`src/rtl/router_fifo.sv`:
```
// Per-port router output FIFO: header-tagged byte storage with read-side packet tracking and soft flush.
// Read data and pkt_done are registered one cycle after the accepting edge; writes when full and reads when empty are dropped.
module router_fifo #(
    parameter int DEPTH = 16,
    parameter int WIDTH = 8
) (
    input  logic             clk,
    input  logic             reset,
    input  logic             soft_reset,
    input  logic             write_enb,
    input  logic             read_enb,
    input  logic             lfd_state,
    input  logic [WIDTH-1:0] data_in,
    output logic [WIDTH-1:0] data_out,
    output logic             full,
    output logic             empty,
    output logic             pkt_done
);
    localparam int AW = $clog2(DEPTH);
    localparam int CW = $clog2((2 ** (WIDTH - 2)) + 1);

    logic [WIDTH:0]   r_mem [DEPTH];
    logic [AW:0]      r_wr_ptr;
    logic [AW:0]      r_rd_ptr;
    logic [CW-1:0]    r_pkt_cnt;
    logic [WIDTH-1:0] r_data_out;
    logic             r_pkt_done;
    logic             w_wr;
    logic             w_rd;
    logic [WIDTH:0]   w_rd_ent;

    assign empty    = (r_wr_ptr == r_rd_ptr);
    assign full     = (r_wr_ptr[AW] != r_rd_ptr[AW]) &&
                      (r_wr_ptr[AW-1:0] == r_rd_ptr[AW-1:0]);
    assign w_wr     = write_enb && !full && !soft_reset;
    assign w_rd     = read_enb && !empty;
    assign w_rd_ent = r_mem[r_rd_ptr[AW-1:0]];
    assign data_out = r_data_out;
    assign pkt_done = r_pkt_done;

    // Storage is never cleared; pointers alone define what is valid.
    always_ff @(posedge clk) begin
        if (w_wr) begin
            r_mem[r_wr_ptr[AW-1:0]] <= {lfd_state, data_in};
        end
    end

    always_ff @(posedge clk or posedge reset) begin
        if (reset) begin
            r_wr_ptr   <= '0;
            r_rd_ptr   <= '0;
            r_pkt_cnt  <= '0;
            r_data_out <= '0;
            r_pkt_done <= 1'b0;
        end else if (soft_reset) begin
            r_wr_ptr   <= '0;
            r_rd_ptr   <= '0;
            r_pkt_cnt  <= '0;
            r_data_out <= '0;
            r_pkt_done <= 1'b0;
        end else begin
            r_pkt_done <= 1'b0;
            if (w_wr) begin
                r_wr_ptr <= r_wr_ptr + (AW + 1)'(1);
            end
            if (w_rd) begin
                r_rd_ptr   <= r_rd_ptr + (AW + 1)'(1);
                r_data_out <= w_rd_ent[WIDTH-1:0];
                // A header always reloads the count, even mid-packet; +1 covers the parity byte.
                if (w_rd_ent[WIDTH]) begin
                    r_pkt_cnt <= CW'(w_rd_ent[WIDTH-1:2]) + CW'(1);
                end else if (r_pkt_cnt != '0) begin
                    r_pkt_cnt <= r_pkt_cnt - CW'(1);
                    if (r_pkt_cnt == CW'(1)) begin
                        r_pkt_done <= 1'b1;
                    end
                end
            end
        end
    end
endmodule

```
`config.mk`:
```
export PLATFORM = sky130hd
export DESIGN_NAME = router_fifo
export DESIGN_NICKNAME = d
export VERILOG_FILES = /design/src/rtl/router_fifo.sv
export SDC_FILE = /design/constraint.sdc
export NUM_CORES = 1
export LEC_CHECK = 0
export BUFFER_PORTS_ARGS = -buffer_cell sky130_fd_sc_hd__buf_2
export CAP_MARGIN = 15
export CELL_PAD_IN_SITES_DETAIL_PLACEMENT = 1
export CELL_PAD_IN_SITES_GLOBAL_PLACEMENT = 2
export CORE_MARGIN = 2
export CORE_UTILIZATION = 45
export DETAILED_ROUTE_END_ITERATION = 10
export GPL_TIMING_DRIVEN = 1
export PLACE_DENSITY = 0.77
export SYNTH_ARGS = -nofsm -noshare
export SYNTH_HDL_FRONTEND = slang
export SYNTH_SLANG_ARGS = --single-unit
```
`constraint.sdc`:
```
create_clock -name clk -period 4.1 [get_ports clk]
set_input_delay 0.615 -clock clk [delete_from_list [all_inputs] [get_ports clk]]
set_output_delay 0.615 -clock clk [all_outputs]
set_load 0.03 [all_outputs]
```
# Yosys cells after proc, flatten, opt, wreduce, memory -nomap -nowiden
# Memory sizes are Yosys's and may differ from the RTL's.
# Index checks and enable logic that the tools add are counted.
[word_totals]
ram_bits = 144
ff_bits = 26
mem_count = 1
out_inout_bits = 11
[op_classes]
reduce_logical = 12
n_addsub = 4
n_eq_ne = 4
mux = 17
[mem_list]
columns = ["name", "depth", "word_bits", "read_ports", "rd_clocked_by_memory_dff", "write_ports", "line", "rtl"]
rows = [
  ["r_mem", 16, 9, 1, 0, 1, "22", "logic [WIDTH:0] r_mem [DEPTH];"],
]
[op_table]
columns = ["operator", "n"]
rows = [
  ["$mux W7", 4],
  ["$mux W5", 4],
  ["$mux W8", 2],
  ["$add A5 B1 Y5 const B", 2],
  ["$add A6 B1 Y7 const B", 1],
  ["$eq A7 B1 Y1 const B", 1],
  ["$mux W1", 7],
  ["$reduce_bool A7 Y1", 1],
  ["$sub A7 B1 Y7 const B", 1],
  ["$eq A5 B5 Y1", 1],
  ["$eq A4 B4 Y1", 1],
  ["$logic_and A1 B1 Y1", 4],
  ["$reduce_bool A2 Y1", 2],
  ["$logic_not A1 Y1", 3],
  ["$reduce_bool A3 Y1", 1],
  ["$reduce_and A2 Y1", 1],
  ["$ne A1 B1 Y1", 1],
]

# Logic depth before layout (Yosys ltp)
# Gate-level depths: netlist (run 1).
[logic_depth]
word_depth = 7
mapped_depth = 9
depth_no_buf = 7

# Least setup slack after synthesis (run 1)
# OpenSTA, ideal clock, no wires.
[synth_path]
kind = "register to register"
from = "register r_rd_ptr[0]"
to = "memory r_mem[12][0] (netlist bit) (enable)"
path_stages_with_launch = 9
setup_slack_ps = 1763
period_less_slack_ps = 2337
n_path_buf = 3
arrival_ps = 2000
required_time_ps = 3762
setup_time_ps = 338
cell_sequence = "dfrtp_1 -> buf_6 -> buf_6 -> xnor2_1 -> nand4_1 -> o21a_1 -> and2b_1 -> clkbuf_1 -> and3_1"
[synth_via]
elab_chain_cells = 7
[synth_lines]
columns = ["element", "line", "rtl"]
rows = [
  ["from (decl)", "24", "logic [AW:0] r_rd_ptr;"],
  ["from (signal assigned)", "67", "r_rd_ptr <= r_rd_ptr + (AW + 1)'(1);"],
  ["$eq A4 B4 Y1", "34", "(r_wr_ptr[AW-1:0] == r_rd_ptr[AW-1:0]);"],
  ["$logic_and A1 B1 Y1", "33", "assign full = (r_wr_ptr[AW] != r_rd_ptr[AW]) &&"],
  ["$logic_not A1 Y1", "35", "assign w_wr = write_enb && !full && !soft_reset;"],
  ["$logic_and A1 B1 Y1 (2 in series)", "35", ""],
  ["$mux W1", "43", "if (w_wr) begin"],
  ["$mux W1 (not written as such)", "44", "r_mem[r_wr_ptr[AW-1:0]] <= {lfd_state, data_in};"],
  ["to (decl)", "22", ""],
]
# Every way passes these cells.

# Final worst setup path (run 1)
[layout_path]
from = "register r_rd_ptr[0]"
to = "register r_pkt_cnt[1]"
[layout_via]
elab_chain_cells = 5
elab_cells_between_ends = 11
classes_between = "add/sub (1); eq/ne (1); mux (3); reduce/logical (5); memory (1)"
[layout_lines]
columns = ["element", "line", "rtl"]
rows = [
  ["$mem_v2 Z16 W9 / $eq A5 B5 Y1 (equally long branches)", "n/a", ""],
  ["$add A6 B1 Y7 / $logic_not A1 Y1 (equally long branches)", "71, 36", ""],
  ["$mux W7 / $logic_and A1 B1 Y1 (equally long branches)", "70, 36", ""],
  ["$mux W7 / $reduce_bool A2 Y1 (equally long branches)", "n/a", ""],
  ["$mux W7 / $reduce_and A2 Y1 (equally long branches)", "n/a", ""],
  ["to (signal assigned)", "71", "r_pkt_cnt <= CW'(w_rd_ent[WIDTH-1:2]) + CW'(1);"],
  ["to (signal assigned)", "73", "r_pkt_cnt <= r_pkt_cnt - CW'(1);"],
  ["to (decl)", "25", "logic [CW-1:0] r_pkt_cnt;"],
]
# Several ways; a longest one is shown, not always the timed one. The select of a mux whose other input is x is not followed.
# A chain may end at the register's enable or synchronous reset.

==> impl_metrics.yaml, run 1 <==
status:
  status: "completed"
cts:
  clock-sinks: 170
  clk_pin_slew_worst_paths_ns: 0.07
  cts_resized: 0
  clock_latency_ns: 0.42
  cts_tree: "yes"
  clockRootBuffer: "clkbuf_16"
  cts_inserted_buffers: 17
  postCtsSetupRepairBufs: 0
  hold_buffers: 0
  ctsLongestPathBuffers: 2
  htreeDepth: 4
route:
  wl_per_cell_um: 23.4
  wl_mm: 15.4
  dr_total_vias: 3657
  drc: 0
  drt_iter0_drc: 214
  viasPerCell: 5.57
  firstDrtPassIters: 4
  ant_nets: 0
synthesis:
  yosys.area.top_type: "edfxtp_1"
  synthTopCellsByCount: "edfxtp_1 (144), mux4_2 (34), nand2_1 (28), dfrtp_1 (26), nor2_1 (19)"
  synth_cells: 402
  synth_area_mm2: 0.00709
  synth-seq-cells: 170
  synth_nets: 425
  async_reset_ff_share_pct: 15.3
  avgSynthCellArea_um2: 17.6
  synth-edff-count: 144
  yosysMostFrequentCell: "edfxtp_1"
  yosysTopAreaCellShare_pct: 61.0
  ys_seq_area_share_pct: 70.2
  synth.area.top_cells: "edfxtp_1 (61%), mux4_2 (11%), dfrtp_1 (9.2%)"
  ys.warnings.count: 0
  synth-main-ff-cell: "edfxtp_1"
  synth.distinct_cells: 45
floorplan:
  rows: 45
  die_area_mm2: 0.0168
  die_h_um: 129
  core-area_mm2: 0.0153
  die-width_um: 129
  ios: 25
  initial_core_util_pct: 46.3
sta:
  finalCriticalPeriod_ns: 2.90
  setup_viol: 0
  grt_setup_unrepaired: "no"
  drv_slew: 0
  fin_ws_ns: 1.20
  timing.final.crit_share_pct: 70.8
  hold_viol_final: 0
  fin_skew_ns: 0.0115
  timing.setup.tns_ns: 0
  fmax_mhz: 345
  worstMarginPinSlew_ns: 0.800
  relSlewSlack_pct: 46.7
worst_setup_path:
  worstPathCellList: "buf_12 -> mux4_2 -> a22oi_1 -> nand2_1 -> ha_1 -> mux2i_1 -> a221oi_1"
  path_class: "reg -> reg"
  cp_max_fo: 17
  critPathRequiredTime_ns: 4.41
  cpPeakStageDelay_ns: 0.76
  crit_path_end_kind: "register"
  worstPathArrival_ns: 3.22
  startpoint_type: "register"
  path_buf_inv: 1
  critPathSlowestCell: "dfrtp_2"
  path_delay_family: "flip-flops"
placed_design:
  dpl_cell_area_mm2: 0.00742
  gp_congestion: 0.767
  portBuffers: 24
  place_ws_ns: 1.24
  hpwl_mm: 10.3
global_routing:
  grt_pass1_wl_mm: 24.5
  track_usage_pct: 20.4
  grt_max_degree: 36
  antenna_found_initial: 0
  grt_pass1_vias: 3961
  overflow: 0
pwr:
  clockPowerShare_pct: 35.8
  p_int_w: 0.00306
  irDropWorstVdd_mv: 0.329
  p_per_area_mw_per_mm2: 522
  seqPwrFrac_pct: 47.5
  p_leak_nw: 2.76
  p_switching_w: 0.00111
  p_sw_share_pct: 26.6
  power_w: 0.00417
  power_frac_comb_pct: 16.6
final_layout:
  fin_util_pct: 52.1
  area_growth_pct: 12.7
  fillers: 1436
  drive_gt1_share_pct: 22.2
  insertedDiodeCount: 0
  finalNetCount: 455
  fin_area_mm2: 0.00799
hold_path:
  min_path_type: "in -> async"
run:
  cap_violations: 0
==> power groups by stage <==
stage | Combinational, W | Clock, W | Sequential, W
after floorplan | 0.000513 | 0 | 0.00201
after global placement | 0.000685 | 0 | 0.00202
after detailed placement | 0.000695 | 0 | 0.00202
after CTS | 0.000702 | 0.00152 | 0.00198
after global routing | 0.000766 | 0.00158 | 0.00199
final | 0.000694 | 0.00149 | 0.00198
==> per-layer routing <==
metal | GRT usage [%] | routed length [um]
met5 | 0 | 0
met4 | 6.39 | 172
met3 | 4.17 | 545
met2 | 32.8 | 7780
met1 | 28.3 | 6860
==> cell usage in the layout (no fill, tap or decap), types with 3 or more instances in the layout <==
cell type  instances
nor2_1            19
xor2_1            11
o21a_1             3
xnor2_1            7
buf_2             24
o22ai_1            3
clkbuf_16         17
nand3_1            5
a22oi_1            9
clkinv_2           5
inv_6              4
dfrtp_1           25
and3_1            17
nand4_1            4
ha_1               9
mux4_1             6
and2_1             4
nor2b_1            5
o21ai_0            6
nor4_1             3
buf_4              4
inv_1              6
mux4_2            34
edfxtp_1         144
nand2_1           28
a21oi_1           14
==> worst reg2reg max path, stage by stage (launching register included) <==
cell      delay (ns)
dfrtp_2         0.76
buf_12          0.27
mux4_2          0.50
a22oi_1         0.36
nand2_1         0.21
ha_1            0.36
mux2i_1         0.07
a221oi_1        0.26
==> final cells by class <==
type,instances,area (um2),area share (%)
inverter,6,22.5,0.282
sequential,170,4980,62.3
clock inverter,15,123,1.54
timing repair buffer,30,185,2.32
tap,211,264,3.31
clock buffer,17,425,5.33
multi-input combinational,207,1990,24.9
==> worst paths after layout <==
kind,from,cells after the start,slack (ns),to
min in group clk,data_out[2],2,0.52,data_out[2]
max reg2reg,r_rd_ptr[0],7,1.20,r_pkt_cnt[1]
max in group asynchronous,reset,3,3.38,data_out[7]
min reg2reg,data_out[2],2,0.52,data_out[2]
min,reset,2,0.23,pkt_done
max,r_rd_ptr[0],7,1.20,r_pkt_cnt[1]
==> logic make-up (layout without fill, tap and decap cells) <==
| group | after synthesis | in the layout | synth area share (%) |
|---|---|---|---|
| and+or+nand+nor | 95 | 95 | 6.85 |
| DFF | 170 | 170 | 70.2 |
| buffers and inverters | 25 | 68 | 1.73 |
| adders and majority gates | 9 | 9 | 1.59 |
| AOI/OAI and AO/OA | 44 | 44 | 4.24 |
| xor gates and xnor gates | 18 | 18 | 2.22 |
| muxes | 41 | 41 | 13.2 |
==> metrics by stage <==
stage	hold WS, ns	std cells
after floorplan	0.538	402
after global routing	0.256	656
final	0.226	656
after detailed placement	0.516	623
after CTS	0.475	655
after global placement	0.510	623
==> flip-flops by register name, indices dropped and copies added (netlist names) <==
| register | flops |
|---|---|
| r_mem | 144 |
| data_out | 8 |
| pkt_done | 1 |
| r_pkt_cnt | 7 |
| r_wr_ptr | 5 |
| r_rd_ptr | 5 |
No activity file was read; power rests on OpenSTA's default activity.
==> run 2: changes to the inputs <==
--- a/config.mk
+++ b/config.mk
@@ -5,15 +5,16 @@
 export SDC_FILE = /design/constraint.sdc
 export NUM_CORES = 1
 export LEC_CHECK = 0
+export ABC_AREA = 1
 export BUFFER_PORTS_ARGS = -buffer_cell sky130_fd_sc_hd__buf_2
 export CAP_MARGIN = 15
 export CELL_PAD_IN_SITES_DETAIL_PLACEMENT = 1
 export CELL_PAD_IN_SITES_GLOBAL_PLACEMENT = 2
 export CORE_MARGIN = 2
-export CORE_UTILIZATION = 45
+export CORE_UTILIZATION = 37
 export DETAILED_ROUTE_END_ITERATION = 10
 export GPL_TIMING_DRIVEN = 1
-export PLACE_DENSITY = 0.77
+export PLACE_DENSITY = 0.76
 export SYNTH_ARGS = -nofsm -noshare
 export SYNTH_HDL_FRONTEND = slang
 export SYNTH_SLANG_ARGS = --single-unit
==> constraint.sdc (replaced) <==
create_clock -name clk -period 2.3 [get_ports clk]
set_input_delay 0.345 -clock clk [delete_from_list [all_inputs] [get_ports clk]]
set_output_delay 0.345 -clock clk [all_outputs]
set_load 0.03 [all_outputs]
==> run 2 against run 1 <==
Compared with the run above:
- critical path depth up 4
- global-route usage down 0.78 points
- register-to-register slack worse by 1.1 ns
- die area is 30% higher
- synthesized cell count rose by 82%
==> impl_metrics.yaml, run 2 <==
status:
  status: "completed"
sta:
  timing.final.crit_share_pct: 95.4
  fmax_mhz: 456
  worstMarginPinSlew_ns: 0.498
  fin_ws_ns: 0.105
  grt_setup_unrepaired: "yes"
  fin_skew_ns: 0.0110
  relSlewSlack_pct: 66.7
  drv_slew: 0
  hold_viol_final: 0
  finalCriticalPeriod_ns: 2.19
  setup_viol: 0
  holdWs_ns: 0.294
synthesis:
  synth_nets: 756
  synth.distinct_cells: 37
  synth-edff-count: 144
  yosysTopAreaCellShare_pct: 56.7
  synth.area.top_cells: "edfxtp_1 (57%), nand2_1 (9.3%), dfrtp_1 (8.5%)"
  synth_cells: 733
  ys_seq_area_share_pct: 65.2
  ys.warnings.count: 0
  synthTopCellsByCount: "nand2_1 (188), edfxtp_1 (144), nor2_1 (84), inv_1 (73)"
  synth_area_mm2: 0.00762
  async_reset_ff_share_pct: 15.3
  yosysMostFrequentCell: "nand2_1"
  avgSynthCellArea_um2: 10.4
  synth-main-ff-cell: "edfxtp_1"
  yosys.area.top_type: "edfxtp_1"
  synth-seq-cells: 170
final_layout:
  area_growth_pct: 19.0
  largest_reg_flops: 144
  ff_latch_area_mm2: 0.00498
  final_cell_mix: "nand2_1 (183), edfxtp_1 (144), nor2_1 (82)"
  fin_util_pct: 44.8
  drive_gt1_share_pct: 19.1
  insertedDiodeCount: 0
  finalNetCount: 832
  instances_no_fill: 1092
  fillers: 2222
  multi_input_area_mm2: 0.00217
  final_common_cell: "nand2_1"
  fin_area_mm2: 0.00907
floorplan:
  die_area_mm2: 0.0218
  core-area_mm2: 0.0202
  initial_core_util_pct: 37.7
  rows: 52
  die_h_um: 148
  ios: 25
  die-width_um: 148
worst_setup_path:
  path_buf_inv: 3
  cpMostUsedCell: "buf_4"
  critPathSlowestCell: "dfrtp_2"
  crit_path_end_kind: "register"
  worstPathCellList: "buf_4 -> xor2_2 -> nor2_2 -> nand2_1 -> or2_4 -> nand2_4 -> buf_4 -> nor2_4 -> nand2_2 -> nor2_1 -> buf_6"
  path_class: "reg -> reg"
  critPathRequiredTime_ns: 2.43
  startpoint_type: "register"
  worstPathArrival_ns: 2.33
  cp_max_fo: 9
  path_delay_family: "simple AND/OR/NAND/NOR gates"
  cpPeakStageDelay_ns: 0.52
placed_design:
  gp_congestion: 0.789
  hpwl_mm: 13.9
  place_ws_ns: -0.136
  dpl_cell_area_mm2: 0.00829
  place_inst: 1051
  portBuffers: 24
global_routing:
  grt_pass1_wl_mm: 32.1
  antenna_found_initial: 0
  grt_max_degree: 38
  grt_pass1_vias: 5510
  overflow: 0
  track_usage_pct: 19.6
route:
  drc: 0
  viasPerCell: 4.97
  wl_mm: 20.9
  wl_per_cell_um: 19.1
  drt_iter0_drc: 382
  ant_nets: 0
  firstDrtPassIters: 4
  dr_total_vias: 5426
cts:
  clock_latency_ns: 0.43
  htreeDepth: 4
  cts_tree: "yes"
  clockRootBuffer: "clkbuf_16"
  clock-sinks: 170
  ctsLongestPathBuffers: 2
  clk_pin_slew_worst_paths_ns: 0.07
  cts_inserted_buffers: 17
pwr:
  irDropWorstVdd_mv: 0.578
  p_per_area_mw_per_mm2: 877
  p_leak_nw: 3.76
hold_path:
  min_path_type: "in -> reg"
run:
  cap_violations: 0
-- run 2: through the flow --
stage / setup TNS, ns / power, W
after global placement: 0 / 0.00500
final: 0 / 0.00795
after global routing: -0.700 / 0.00832
after CTS: 0 / 0.00788
after detailed placement: -1.22 / 0.00504
after floorplan: 0 / 0.00458
-- run 2: path summary, 6_finish.rpt --
kind | from | endpoint | cells past startpoint | slack, ns
setup / recovery | r_rd_ptr[0] | r_mem[2][8] | 11 | 0.11
hold / removal | soft_reset | r_mem[7][8] | 2 | 0.29
hold reg to reg | r_pkt_cnt[6] | r_pkt_cnt[6] | 2 | 0.49
max in group asynchronous | reset | r_rd_ptr[0] | 4 | 1.49
min in group asynchronous | reset | r_rd_ptr[4] | 4 | 0.53
setup reg to reg | r_rd_ptr[0] | r_mem[2][8] | 11 | 0.11
-- run 2: cell families (layout without fill, tap and decap cells) --
family	after synthesis	count (layout)	synth area share, %
fa+ha+maj	9	9	1.48
simple gates	351	351	19.3
flops	170	170	65.2
buf+inv	111	200	6.84
compound gates	85	85	6.20
xor+xnor	7	7	0.903
-- run 2: worst register-to-register path: stages, from the launching register on --
cell     delay, ns
dfrtp_2       0.52
buf_4         0.17
xor2_2        0.14
nor2_2        0.05
nand2_1       0.06
or2_4         0.12
nand2_4       0.05
buf_4         0.13
nor2_4        0.15
nand2_2       0.13
nor2_1        0.18
buf_6         0.19
-- run 2: layer usage --
metal | track usage (%) | part of all wire [%]
met2 | 31.9 | 48
met3 | 2.90 | 3.1
met1 | 27.1 | 47
met5 | 0 | 0
met4 | 6.59 | 1.9
-- run 2: area by class of cell --
cell class | count | area share (%)
tap | 270 | 3.72
multi-input combinational | 452 | 24.0
inverter | 81 | 3.49
clock buffer | 17 | 4.69
timing repair buffer | 86 | 7.38
timing repair inverter | 1 | 0.179
sequential | 170 | 54.9
clock inverter | 15 | 1.70
-- run 2: where the power goes --
part | switching [W] | internal [W] | total, W
Sequential | 0.0000713 | 0.00343 | 0.00350
Combinational | 0.00104 | 0.000564 | 0.00161
Clock | 0.00131 | 0.00154 | 0.00285
Total | 0.00243 | 0.00553 | 0.00795
-- run 2: what timing repair did --
action                                 4_1_cts  5_1_grt
gates resized for setup                      1       29
buffers inserted                             0        6
pin swaps                                    0        1
setup endpoints to repair                    9        7
endpoints found under the hold margin       26        0
hold buffers                                 1        0
cloned                                       0        2
==> run 3: changes to the inputs <==
--- a/config.mk
+++ b/config.mk
@@ -10,11 +10,12 @@
 export CAP_MARGIN = 15
 export CELL_PAD_IN_SITES_DETAIL_PLACEMENT = 1
 export CELL_PAD_IN_SITES_GLOBAL_PLACEMENT = 2
+export CORE_ASPECT_RATIO = 0.9
 export CORE_MARGIN = 2
 export CORE_UTILIZATION = 37
 export DETAILED_ROUTE_END_ITERATION = 10
 export GPL_TIMING_DRIVEN = 1
-export PLACE_DENSITY = 0.76
+export PLACE_DENSITY = 0.79
 export SYNTH_ARGS = -nofsm -noshare
 export SYNTH_HDL_FRONTEND = slang
 export SYNTH_SLANG_ARGS = --single-unit
==> run 3 against run 2 <==
Compared with the run above:
- sequential share of layout area increased by 1.3 points
- setup slack lost 0.021 ns
- clock-buffer cell count up 1
- sequential power about the same
- sequential cell count unchanged
- final cell count decreased by 3.0%
- non-clock buffer count is 16 lower
- critical path depth decreased by 5
- combinational power decreased by 3%
- maximum frequency shrank 0.94%
- clock skew down 0.0029 ns
- critical path type is now reg -> out
==> impl_metrics.yaml, run 3 (synthesis results as in run 2) <==
pwr:
  p_sw_share_pct: 30.0
  p_int_w: 0.00544
  p_switching_w: 0.00233
  seqPwrFrac_pct: 45.2
  irDropWorstVdd_mv: 0.480
  power_w: 0.00777
  p_per_area_mw_per_mm2: 877
  p_leak_nw: 3.65
  power_frac_comb_pct: 20.1
  clockPowerShare_pct: 34.6
global_routing:
  grt_max_degree: 39
  grt_pass1_vias: 5609
  grt_pass1_wl_mm: 32.8
  antenna_found_initial: 0
  track_usage_pct: 20.3
  overflow: 0
placed_design:
  place_inst: 1023
  gp_congestion: 0.803
  dpl_cell_area_mm2: 0.00821
  portBuffers: 24
  hpwl_mm: 14.3
cts:
  cts_tree: "yes"
  clk_pin_slew_worst_paths_ns: 0.07
  clockRootBuffer: "clkbuf_16"
  htreeDepth: 4
  clock_latency_ns: 0.45
  cts_inserted_buffers: 17
  clock-sinks: 170
  hold_buffers: 0
  ctsLongestPathBuffers: 2
sta:
  timing.final.crit_share_pct: 96.3
  holdWs_ns: 0.0494
  relSlewSlack_pct: 45.7
  hold_viol_final: 0
  setup_viol: 0
  worstMarginPinSlew_ns: 0.814
  drv_slew: 0
  fin_skew_ns: 0.00815
  finalCriticalPeriod_ns: 2.22
  fmax_mhz: 451
route:
  drc: 0
  wl_mm: 21.5
  firstDrtPassIters: 5
  ant_nets: 0
  viasPerCell: 5.12
  dr_total_vias: 5418
  wl_per_cell_um: 20.3
  drt_iter0_drc: 356
worst_setup_path:
  path_delay_family: "flip-flops"
  cp_max_fo: 8
  cpPeakStageDelay_ns: 0.57
  rr_worst_depth: 12
  cp.depth: 6
  path_buf_inv: 2
  worstPathCellList: "xor2_2 -> nor2_2 -> nand2_1 -> or2_4 -> inv_1 -> buf_4"
  critPathSlowestCell: "dfrtp_4"
  startpoint_type: "register"
  crit_path_end_kind: "output pin"
  worstPathArrival_ns: 1.87
  critPathRequiredTime_ns: 1.96
  path_class: "reg -> out"
hold_path:
  min_path_type: "in -> async"
run:
  cap_violations: 0
floorplan:
  initial_core_util_pct: 37.9
  die-width_um: 155
  ios: 25
  die_h_um: 140
  rows: 49
  core-area_mm2: 0.0201
  die_area_mm2: 0.0218
final_layout:
  final_common_cell: "nand2_1"
  insertedDiodeCount: 0
  instances_no_fill: 1059
  drive_gt1_share_pct: 16.0
  multi_input_area_mm2: 0.00215
  fin_util_pct: 44.1
  ff_latch_area_mm2: 0.00498
  finalNetCount: 815
  fillers: 2247
  final_cell_mix: "nand2_1 (186), edfxtp_1 (144), nor2_1 (83)"
  area_growth_pct: 16.2
  largest_reg_flops: 144
  fin_area_mm2: 0.00886
status:
  status: "completed"
-- run 3: cell types whose count changed in the layout (fill, tap and decap cells not counted), moves of 2 or more --
cell        change
buf_4          -16
nand2_2         -3
clkinvlp_4      +2
nor3_1          +2
clkinv_8        -2
nand2_1         +3
clkinv_1        +3
clkinv_2        +2
inv_6           -6
inv_8           -2
-- run 3: layer usage --
metal	part of all wire (%)	vias to the layer above	wire, um	global-route usage (%)
met5	0	-	0	0
met2	46	131	9980	31.1
met4	1.8	0	382	6.37
li1	-	2548	-	-
met1	47	2714	10100	28.8
met3	4.8	25	1040	4.76
-- run 3: worst reg2reg max path, cell delays in order (launching register included) --
cell,delay (ns)
dfrtp_4,0.54
inv_8,0.07
buf_12,0.13
clkbuf_16,0.17
o21ai_0,0.18
o22ai_1,0.14
nand2_1,0.12
nand2_1,0.10
nor2_2,0.24
o21bai_1,0.15
nand3_1,0.11
nand2_1,0.07
nand2_1,0.05
-- run 3: worst paths after layout --
| kind | startpoint | endpoint | slack, ns |
|---|---|---|---|
| worst max-delay path | r_rd_ptr[0] | full | 0.08 |
| worst max register to register | r_rd_ptr[0] | r_pkt_cnt[5] | 0.14 |
| max in group asynchronous | reset | data_out[2] | 1.66 |
| worst min-delay path | reset | r_rd_ptr[0] | 0.05 |
| worst min register to register | r_pkt_cnt[6] | r_pkt_cnt[6] | 0.49 |
| min in group clk | write_enb | r_wr_ptr[0] | 0.24 |
-- run 3: stage by stage --
stage               worst slack [ns]    TNS, ns
detailed placement             0.133          0
global route               -0.000727  -0.000727
finish                        0.0842          0
CTS                           0.0614          0
floorplan                     0.0519          0
global placement               0.170          0
-- run 3: repair_timing --
| action | in CTS | in global routing |
|---|---|---|
| resized for setup | 0 | 12 |
| setup endpoints to repair | 0 | 3 |
| buffers inserted | 0 | 3 |
-- run 3: cell type report --
class / count / share of cell area (%)
Timing Repair Buffer: 70 / 6.47
Sequential cell: 170 / 56.2
Clock inverter: 13 / 1.17
Tap cell: 255 / 3.60
Inverter: 81 / 3.51
Multi-Input combinational cell: 452 / 24.2
Clock buffer: 18 / 4.84
-- run 3: power groups by stage --
stage | Clock [W] | Combinational (W) | Sequential (W)
global route | 0.00283 | 0.00175 | 0.00353
CTS | 0.00273 | 0.00146 | 0.00351
floorplan | 0 | 0.000992 | 0.00358
finish | 0.00269 | 0.00156 | 0.00352
detailed placement | 0 | 0.00145 | 0.00357
global placement | 0 | 0.00141 | 0.00357
